File: src/rtl/exu_shift_issue.sv
// Shift-issue stage: decodes SLL/SRL/SRA(+I) from the IDU, drives the external barrel shifter, returns rd+result to WBU.
// Latency: 1 cycle from accept to out_valid (2 cycles when SHIFT_RESULT_REG_EN is defined, adding output register S2).
// Backpressure: valid/ready on both sides; in_ready drops combinationally when the stage is full and out_ready is low.
//
// Ports: clk/rst (sync, active-high), flush (drop in-flight entries), IDU side in_* (valid/ready + instruction fields),
//        shifter side sh_data/sh_shamt/sh_type out, sh_result in, WBU side out_* (valid/ready + rd/result/illegal),
//        perf_shift_cnt (legal shifts retired, wraps, survives flush).
// Config macro: SHIFT_RESULT_REG_EN -- registers the masked shifter result in S2 before writeback.

module exu_shift_issue (
    input  logic        clk,
    input  logic        rst,
    input  logic        flush,
    input  logic        in_valid,
    output logic        in_ready,
    input  logic [6:0]  in_opcode,
    input  logic [2:0]  in_funct3,
    input  logic [6:0]  in_funct7,
    input  logic [31:0] in_rs1_val,
    input  logic [31:0] in_rs2_val,
    input  logic [11:0] in_imm,
    input  logic [4:0]  in_rd,
    output logic [31:0] sh_data,
    output logic [4:0]  sh_shamt,
    output logic [1:0]  sh_type,
    input  logic [31:0] sh_result,
    output logic        out_valid,
    input  logic        out_ready,
    output logic [4:0]  out_rd,
    output logic [31:0] out_result,
    output logic        out_illegal,
    output logic [31:0] perf_shift_cnt
);

    localparam logic [6:0] OPC_OP     = 7'b0110011;
    localparam logic [6:0] OPC_OP_IMM = 7'b0010011;
    localparam logic [1:0] TYPE_SLL   = 2'b00;
    localparam logic [1:0] TYPE_SRL   = 2'b01;
    localparam logic [1:0] TYPE_SRA   = 2'b10;

    // Only the low 5 bits of rs2 form the shift amount.
    logic unused_rs2_hi;
    assign unused_rs2_hi = ^in_rs2_val[31:5];

    // ---------------- decode ----------------
    logic       is_op;
    logic       is_op_imm;
    logic [6:0] dec_hi;      // funct7 for OP, imm[11:5] for OP-IMM
    logic [1:0] dec_type;
    logic [4:0] dec_shamt;
    logic       dec_illegal;

    assign is_op     = (in_opcode == OPC_OP);
    assign is_op_imm = (in_opcode == OPC_OP_IMM);
    assign dec_hi    = is_op ? in_funct7 : in_imm[11:5];

    always_comb begin
        dec_type    = TYPE_SLL;
        dec_shamt   = 5'd0;
        dec_illegal = 1'b1;
        if (is_op || is_op_imm) begin
            if (in_funct3 == 3'b001 && dec_hi == 7'b0000000) begin
                dec_type    = TYPE_SLL;
                dec_illegal = 1'b0;
            end else if (in_funct3 == 3'b101 && dec_hi == 7'b0000000) begin
                dec_type    = TYPE_SRL;
                dec_illegal = 1'b0;
            end else if (in_funct3 == 3'b101 && dec_hi == 7'b0100000) begin
                dec_type    = TYPE_SRA;
                dec_illegal = 1'b0;
            end
        end
        // Illegal entries keep shamt at 0 so the shifter sees a benign request.
        if (!dec_illegal) begin
            dec_shamt = is_op ? in_rs2_val[4:0] : in_imm[4:0];
        end
    end

    // ---------------- S1 ----------------
    logic        s1_valid;
    logic [4:0]  s1_rd;
    logic [31:0] s1_data;
    logic [1:0]  s1_type;
    logic [4:0]  s1_shamt;
    logic        s1_illegal;
    logic        s1_advance;
    logic        accept;
    logic [31:0] s1_masked;

    assign in_ready = !flush && s1_advance;
    assign accept   = in_valid && in_ready;

    always_ff @(posedge clk) begin
        if (rst) begin
            s1_valid   <= 1'b0;
            s1_rd      <= 5'd0;
            s1_data    <= 32'd0;
            s1_type    <= TYPE_SLL;
            s1_shamt   <= 5'd0;
            s1_illegal <= 1'b0;
        end else if (flush) begin
            s1_valid <= 1'b0;
        end else if (s1_advance) begin
            // Dequeue and enqueue in the same cycle simply overwrite the entry.
            s1_valid <= accept;
            if (accept) begin
                s1_rd      <= in_rd;
                s1_data    <= in_rs1_val;
                s1_type    <= dec_type;
                s1_shamt   <= dec_shamt;
                s1_illegal <= dec_illegal;
            end
        end
    end

    assign sh_data   = s1_valid ? s1_data  : 32'd0;
    assign sh_type   = s1_valid ? s1_type  : TYPE_SLL;
    assign sh_shamt  = s1_valid ? s1_shamt : 5'd0;
    assign s1_masked = (s1_valid && !s1_illegal) ? sh_result : 32'd0;

`ifdef SHIFT_RESULT_REG_EN
    // ---------------- S2 (registered result) ----------------
    logic        s2_valid;
    logic [4:0]  s2_rd;
    logic [31:0] s2_result;
    logic        s2_illegal;
    logic        s2_advance;

    assign s2_advance = !s2_valid || out_ready;
    assign s1_advance = !s1_valid || s2_advance;

    always_ff @(posedge clk) begin
        if (rst) begin
            s2_valid   <= 1'b0;
            s2_rd      <= 5'd0;
            s2_result  <= 32'd0;
            s2_illegal <= 1'b0;
        end else if (flush) begin
            s2_valid <= 1'b0;
        end else if (s2_advance) begin
            s2_valid   <= s1_valid;
            s2_rd      <= s1_rd;
            s2_result  <= s1_masked;
            s2_illegal <= s1_valid && s1_illegal;
        end
    end

    assign out_valid   = s2_valid;
    assign out_rd      = s2_valid ? s2_rd : 5'd0;
    assign out_result  = s2_valid ? s2_result : 32'd0;
    assign out_illegal = s2_valid && s2_illegal;
`else
    assign s1_advance  = !s1_valid || out_ready;
    assign out_valid   = s1_valid;
    assign out_rd      = s1_valid ? s1_rd : 5'd0;
    assign out_result  = s1_masked;
    assign out_illegal = s1_valid && s1_illegal;
`endif

    // ---------------- retire counter ----------------
    // Counts completed legal handshakes, including one landing in a flush cycle.
    always_ff @(posedge clk) begin
        if (rst) begin
            perf_shift_cnt <= 32'd0;
        end else if (out_valid && out_ready && !out_illegal) begin
            perf_shift_cnt <= perf_shift_cnt + 32'd1;
        end
    end

endmodule

File: config.mk
export PLATFORM = sky130hd
export DESIGN_NAME = exu_shift_issue
export DESIGN_NICKNAME = d
export VERILOG_FILES = /design/src/rtl/exu_shift_issue.sv
export SDC_FILE = /design/constraint.sdc
export NUM_CORES = 1
export LEC_CHECK = 0
export ABC_AREA = 1
export CORE_ASPECT_RATIO = 0.8
export CORE_MARGIN = 2
export CORE_UTILIZATION = 50
export CTS_CLUSTER_SIZE = 20
export DETAILED_ROUTE_END_ITERATION = 8
export DONT_BUFFER_PORTS = 1
export PLACE_DENSITY_LB_ADDON = 0.12
export REMOVE_ABC_BUFFERS = 1
export SLEW_MARGIN = 10
export SYNTH_ARGS = -nofsm -noshare
export SYNTH_HDL_FRONTEND = slang
export SYNTH_SLANG_ARGS = --single-unit
export TNS_END_PERCENT = 100
File: constraint.sdc
create_clock -name clk -period 2.5 [get_ports clk]
set_input_delay 0.25 -clock clk [delete_from_list [all_inputs] [get_ports clk]]
set_output_delay 0.25 -clock clk [all_outputs]
set_load 0.01 [all_outputs]
; ---- Word-level counts from Yosys, hierarchy flattened
; Cells that the tools add are included.
[totals]
input_bits = 135
out_inout_bits = 111
word_cells = 48
register_bits = 78
[op_classes]
n_eq_ne = 5
n_mux = 16
n_bitwise = 1
reduce_logical = 18
add_sub_neg = 1
[ops]
columns = cell, count
row1 = 32-bit 2-to-1 mux, 2
row2 = "32-bit by 1-bit adder with 32-bit output, second input constant", 1
row3 = 5-bit 2-to-1 mux, 4
row4 = "7-bit by 6-bit == test with 1-bit output, second input constant", 2
row5 = 2-bit 2-to-1 mux, 5
row6 = 1-bit logical AND, 9
row7 = "7-bit by 5-bit == test with 1-bit output, second input constant", 1
row8 = 7-bit zero test, 1
row9 = 7-bit 2-to-1 mux, 1
row10 = 1-bit zero test, 4
row11 = 1-bit 2-to-1 mux, 4
row12 = "3-bit by 1-bit == test with 1-bit output, second input constant", 1
row13 = "3-bit == test, second input constant", 1
row14 = 3-bit AND reduction, 1
row15 = 1-bit logical OR, 2
row16 = 2-bit OR reduction, 1
row17 = 1-bit inverter, 1

; ---- Longest topological paths before layout
[logic_depth]
depth_word = 9
mapped_depth = 11

; ---- Worst setup path after synthesis
; No wires, ideal clock.
[synth_timing]
path_type = reg-to-reg
start = reg perf_shift_cnt[1]
end = reg perf_shift_cnt[24]
setup_slack_ns = 0.936
path_buffers = 0
path_stages_with_launch = 11
arrival_ns = 1.437
required_time_ns = 2.372
cell_sequence = dfxtp_1 > ha_1 > nand3_1 > nor2_1 > nand2_1 > nor2_4 > nand3b_1 > nor2_1 > nand2_1 > nand2_1 > nor2_1
[synth_via]
elab_chain_len = 1
[synth_lines]
columns = element, line
row1 = "start, declared", 32  ; output logic [31:0] perf_shift_cnt
row2 = "start signal, assigned", 166  ; perf_shift_cnt <= perf_shift_cnt + 32'd1;
row3 = 32-bit by 1-bit adder with 32-bit output, 166
; Every way passes these cells.
; A chain may end at the register's enable or synchronous reset.

; ---- Final worst setup path
[layout_timing]
start = reg s1_illegal
end = out out_result[4]
[layout_via]
elab_chain_len = 3
[layout_lines]
columns = element, line
row1 = "start, declared", 85  ; logic s1_illegal;
row2 = "start signal, assigned", 111  ; s1_illegal <= dec_illegal;
row3 = 1-bit zero test, 119  ; assign s1_masked = (s1_valid && !s1_illegal) ? sh_result : 32'd0;
row4 = 1-bit logical AND, 119
row5 = 32-bit 2-to-1 mux, 119
row6 = "end, declared", 30  ; output logic [31:0] out_result,
; Every way passes these cells.

==> out/results.tsv <==
metric	value	unit
Syn-to-layout area delta	9.12	%
DRT iter0 DRCs	282	
post-CTS sizing	0	
Wirelength per Cell	14.8	um
Worst R2R End	perf_shift_cnt[24]	
first-pass GRT wire length	19500	um
Final Hold Viols	0	
I/O Buffers	0	
Initial Util	0.513	
core box area	0.00848	mm^2
Total Wirelength	12500	um
post-route antenna net violation count	0	
clk_lat worst skew	360	ps
critical path class	reg2out	
critical path required time	2250	ps
initial antenna violation count	0	
worst reg2reg path startpoint	perf_shift_cnt[1]	
CTS tree	yes	
gr usage total	0.267	
DR top layer	met4	
Ports	246	
clock buffer depth	2	
met2 wire length	5540	um
total power	2.45	mW
peak supply drop	0.385	mV
Sw Ratio	0.256	
Final Net Count	864	
die height	87.4	um
top-area cell type share of the netlist area	0.359	
Pins Over Slew Limit	0	
num rows	30	
critical path launch point type	register	
met3 wire len	1230	um
vias per cell	5.21	
LEAKAGE	2.30	nW
R2R Setup Slk	600	ps
layout cells sized above 1	0.0587	
fin cells	845	
sequential share of power	0.526	
clk sinks	78	
worst hold start	in_rd[3]	
Critical Path AT	1650	ps
Min Clock Period, post-route	1900	ps
via count	4401	
Hold Crit Depth	2	
die boundary width	108	um
Num CTS Buffers	9	
RSZ-0062 raised after global routing	false	
Root Driver	clkbuf_8	
final routed DRC violation total	0	
Worst R2R Path Depth	10	
pwr/cell area	516	mW/mm^2
largest cells by area after synthesis	dfxtp_1 (36%), nand2_1 (22%), inv_1 (11%), a21oi_1 (7.5%), nor2_1 (6.8%)	
setup violators final	0	
Logic pwr share	0.072	
n_diodes	0	
Worst-path clk slew	90	ps
Yosys warning count	0	
Post-Syn Instances	726	
Synth cell types	30	
fmax	0.526	GHz
Synth Register Bits	78	
Critical Path Fanout Max	18	
hpwl dp	8850	um
Hold Crit Endpoint	s1_rd[3]	
Clock power frac	0.402	
status	complete, no violations	
largest area contributor in the netlist	dfxtp_1	
Seq/Total Area, Yosys	0.359	
die area	0.00946	mm^2
Max-cap violations	0	
HP Class	in2reg	
Critical Path Sink Type	output pin	
DP Cell Count	823	
vias in the first global route	3902	
DR pass1 iterations	6	
pin count of the biggest net entering global routing	66	
H-tree levels	3	
Mean Syn Cell Area	5.99	um^2
Post-Synthesis Cell Area	0.00435	mm^2
met1 wire length	5290	um
Period Utilization, post-route	0.761	
Rel. slew slack	0.654	
Pint	1.82	mW
worst slew pin tran	516	ps
total net switching power	0.627	mW
clk_skew	10.6	ps
GRT Residual Overflow	0	
RD Place Congestion	0.889	
## flip-flops by register name (all words and copies together) (netlist names)
name	cells
out_valid	1
s1_data	32
s1_shamt	5
s1_illegal	1
perf_shift_cnt	32
s1_rd	5
s1_type	2
## how the worst max path moves through the flow
stage	slack (ps)	endpoint	start	depth (start not counted)
after floorplan	-850	s1_illegal	out_valid	5
after global placement	690	perf_shift_cnt[24]	perf_shift_cnt[0]	10
after detailed placement	670	perf_shift_cnt[24]	perf_shift_cnt[1]	10
after CTS	580	out_result[4]	s1_illegal	5
after global routing	400	perf_shift_cnt[24]	perf_shift_cnt[0]	10
final	600	out_result[4]	s1_illegal	5
## cells in the final DEF, fill, tap and decap left out, types with 6 or more instances in the layout
cell type and instances:
inv_1 132, nor2_1 79, nand3_1 27, a21oi_1 65
nand4_1 12, nand2_1 252, nand3b_1 7, nor3_1 15
dfxtp_1 77, buf_4 12, clkbuf_8 10, o21ai_0 6
## metal layers
metal,GRT usage,vias to the layer above
met2,0.411,209
met3,0.108,26
li1,-,2202
met1,0.321,1964
met5,0,-
met4,0.136,0
## kinds of logic after synthesis
kind of cell,share of synthesized area
AO/OA/AOI/OAI,0.0904
buffers and inverters,0.141
AND/OR/NAND/NOR,0.394
XOR/XNOR,0.0121
adder cells (fa/ha/maj),0.00288
flip-flops,0.359
## power groups by stage
stage / Sequential, mW / Combinational [mW] / Clock (mW)
floorplan: 1.32 / 0.107 / 0
global placement: 1.31 / 0.142 / 0
detailed placement: 1.32 / 0.147 / 0
CTS: 1.29 / 0.174 / 1.02
global route: 1.29 / 0.201 / 1.06
finish: 1.29 / 0.176 / 0.986
## repair_timing
action                     CTS  global route
hold endpoints to repair    65             1
setup buffers                0             0
hold buffers                 5             1
setup endpoints to repair    0             0
## worst max-delay path: stages, from the launching register on
cell	delay (ps)
dfxtp_1	370
inv_1	90
nand2_1	330
buf_4	290
nor2_1	60
buf_4	160
## per-stage QoR
step                TNS [ps]  hold slack, ps   util  worst slack (ps)  instance area (um^2)
global placement           0             324  0.526               692                  4460
global route               0           0.496  0.559               401                  4740
detailed placement         0             326  0.526               668                  4460
CTS                        0           0.342  0.558               579                  4730
floorplan             -28460             319      -              -846                  4230
finish                     0            23.5  0.559               598                  4740
## cell usage after synthesis (all sizes together)
cell type	count
o21a	1
nor3	16
ha	1
nor4	1
dfxtp	78
a31oi	1
nor2	85
xor2	5
buf	9
nand3	28
a211oi	1
inv	132
o21bai	1
nand3b	7
o21ai	6
or2	2
a21oi	66
nand4	12
xnor2	1
clkbuf	18
nand2	254
and2	1
## layout make-up
cell class | count | area (um^2)
Clock buffer | 10 | 138
Clock inverter | 6 | 68.8
Fill cell | 874 | 3740
Inverter | 132 | 495
Multi-Input combinational cell | 489 | 2170
Sequential cell | 78 | 1560
Tap cell | 112 | 140
Timing Repair Buffer | 18 | 168
(Power assumes the default switching activity.)
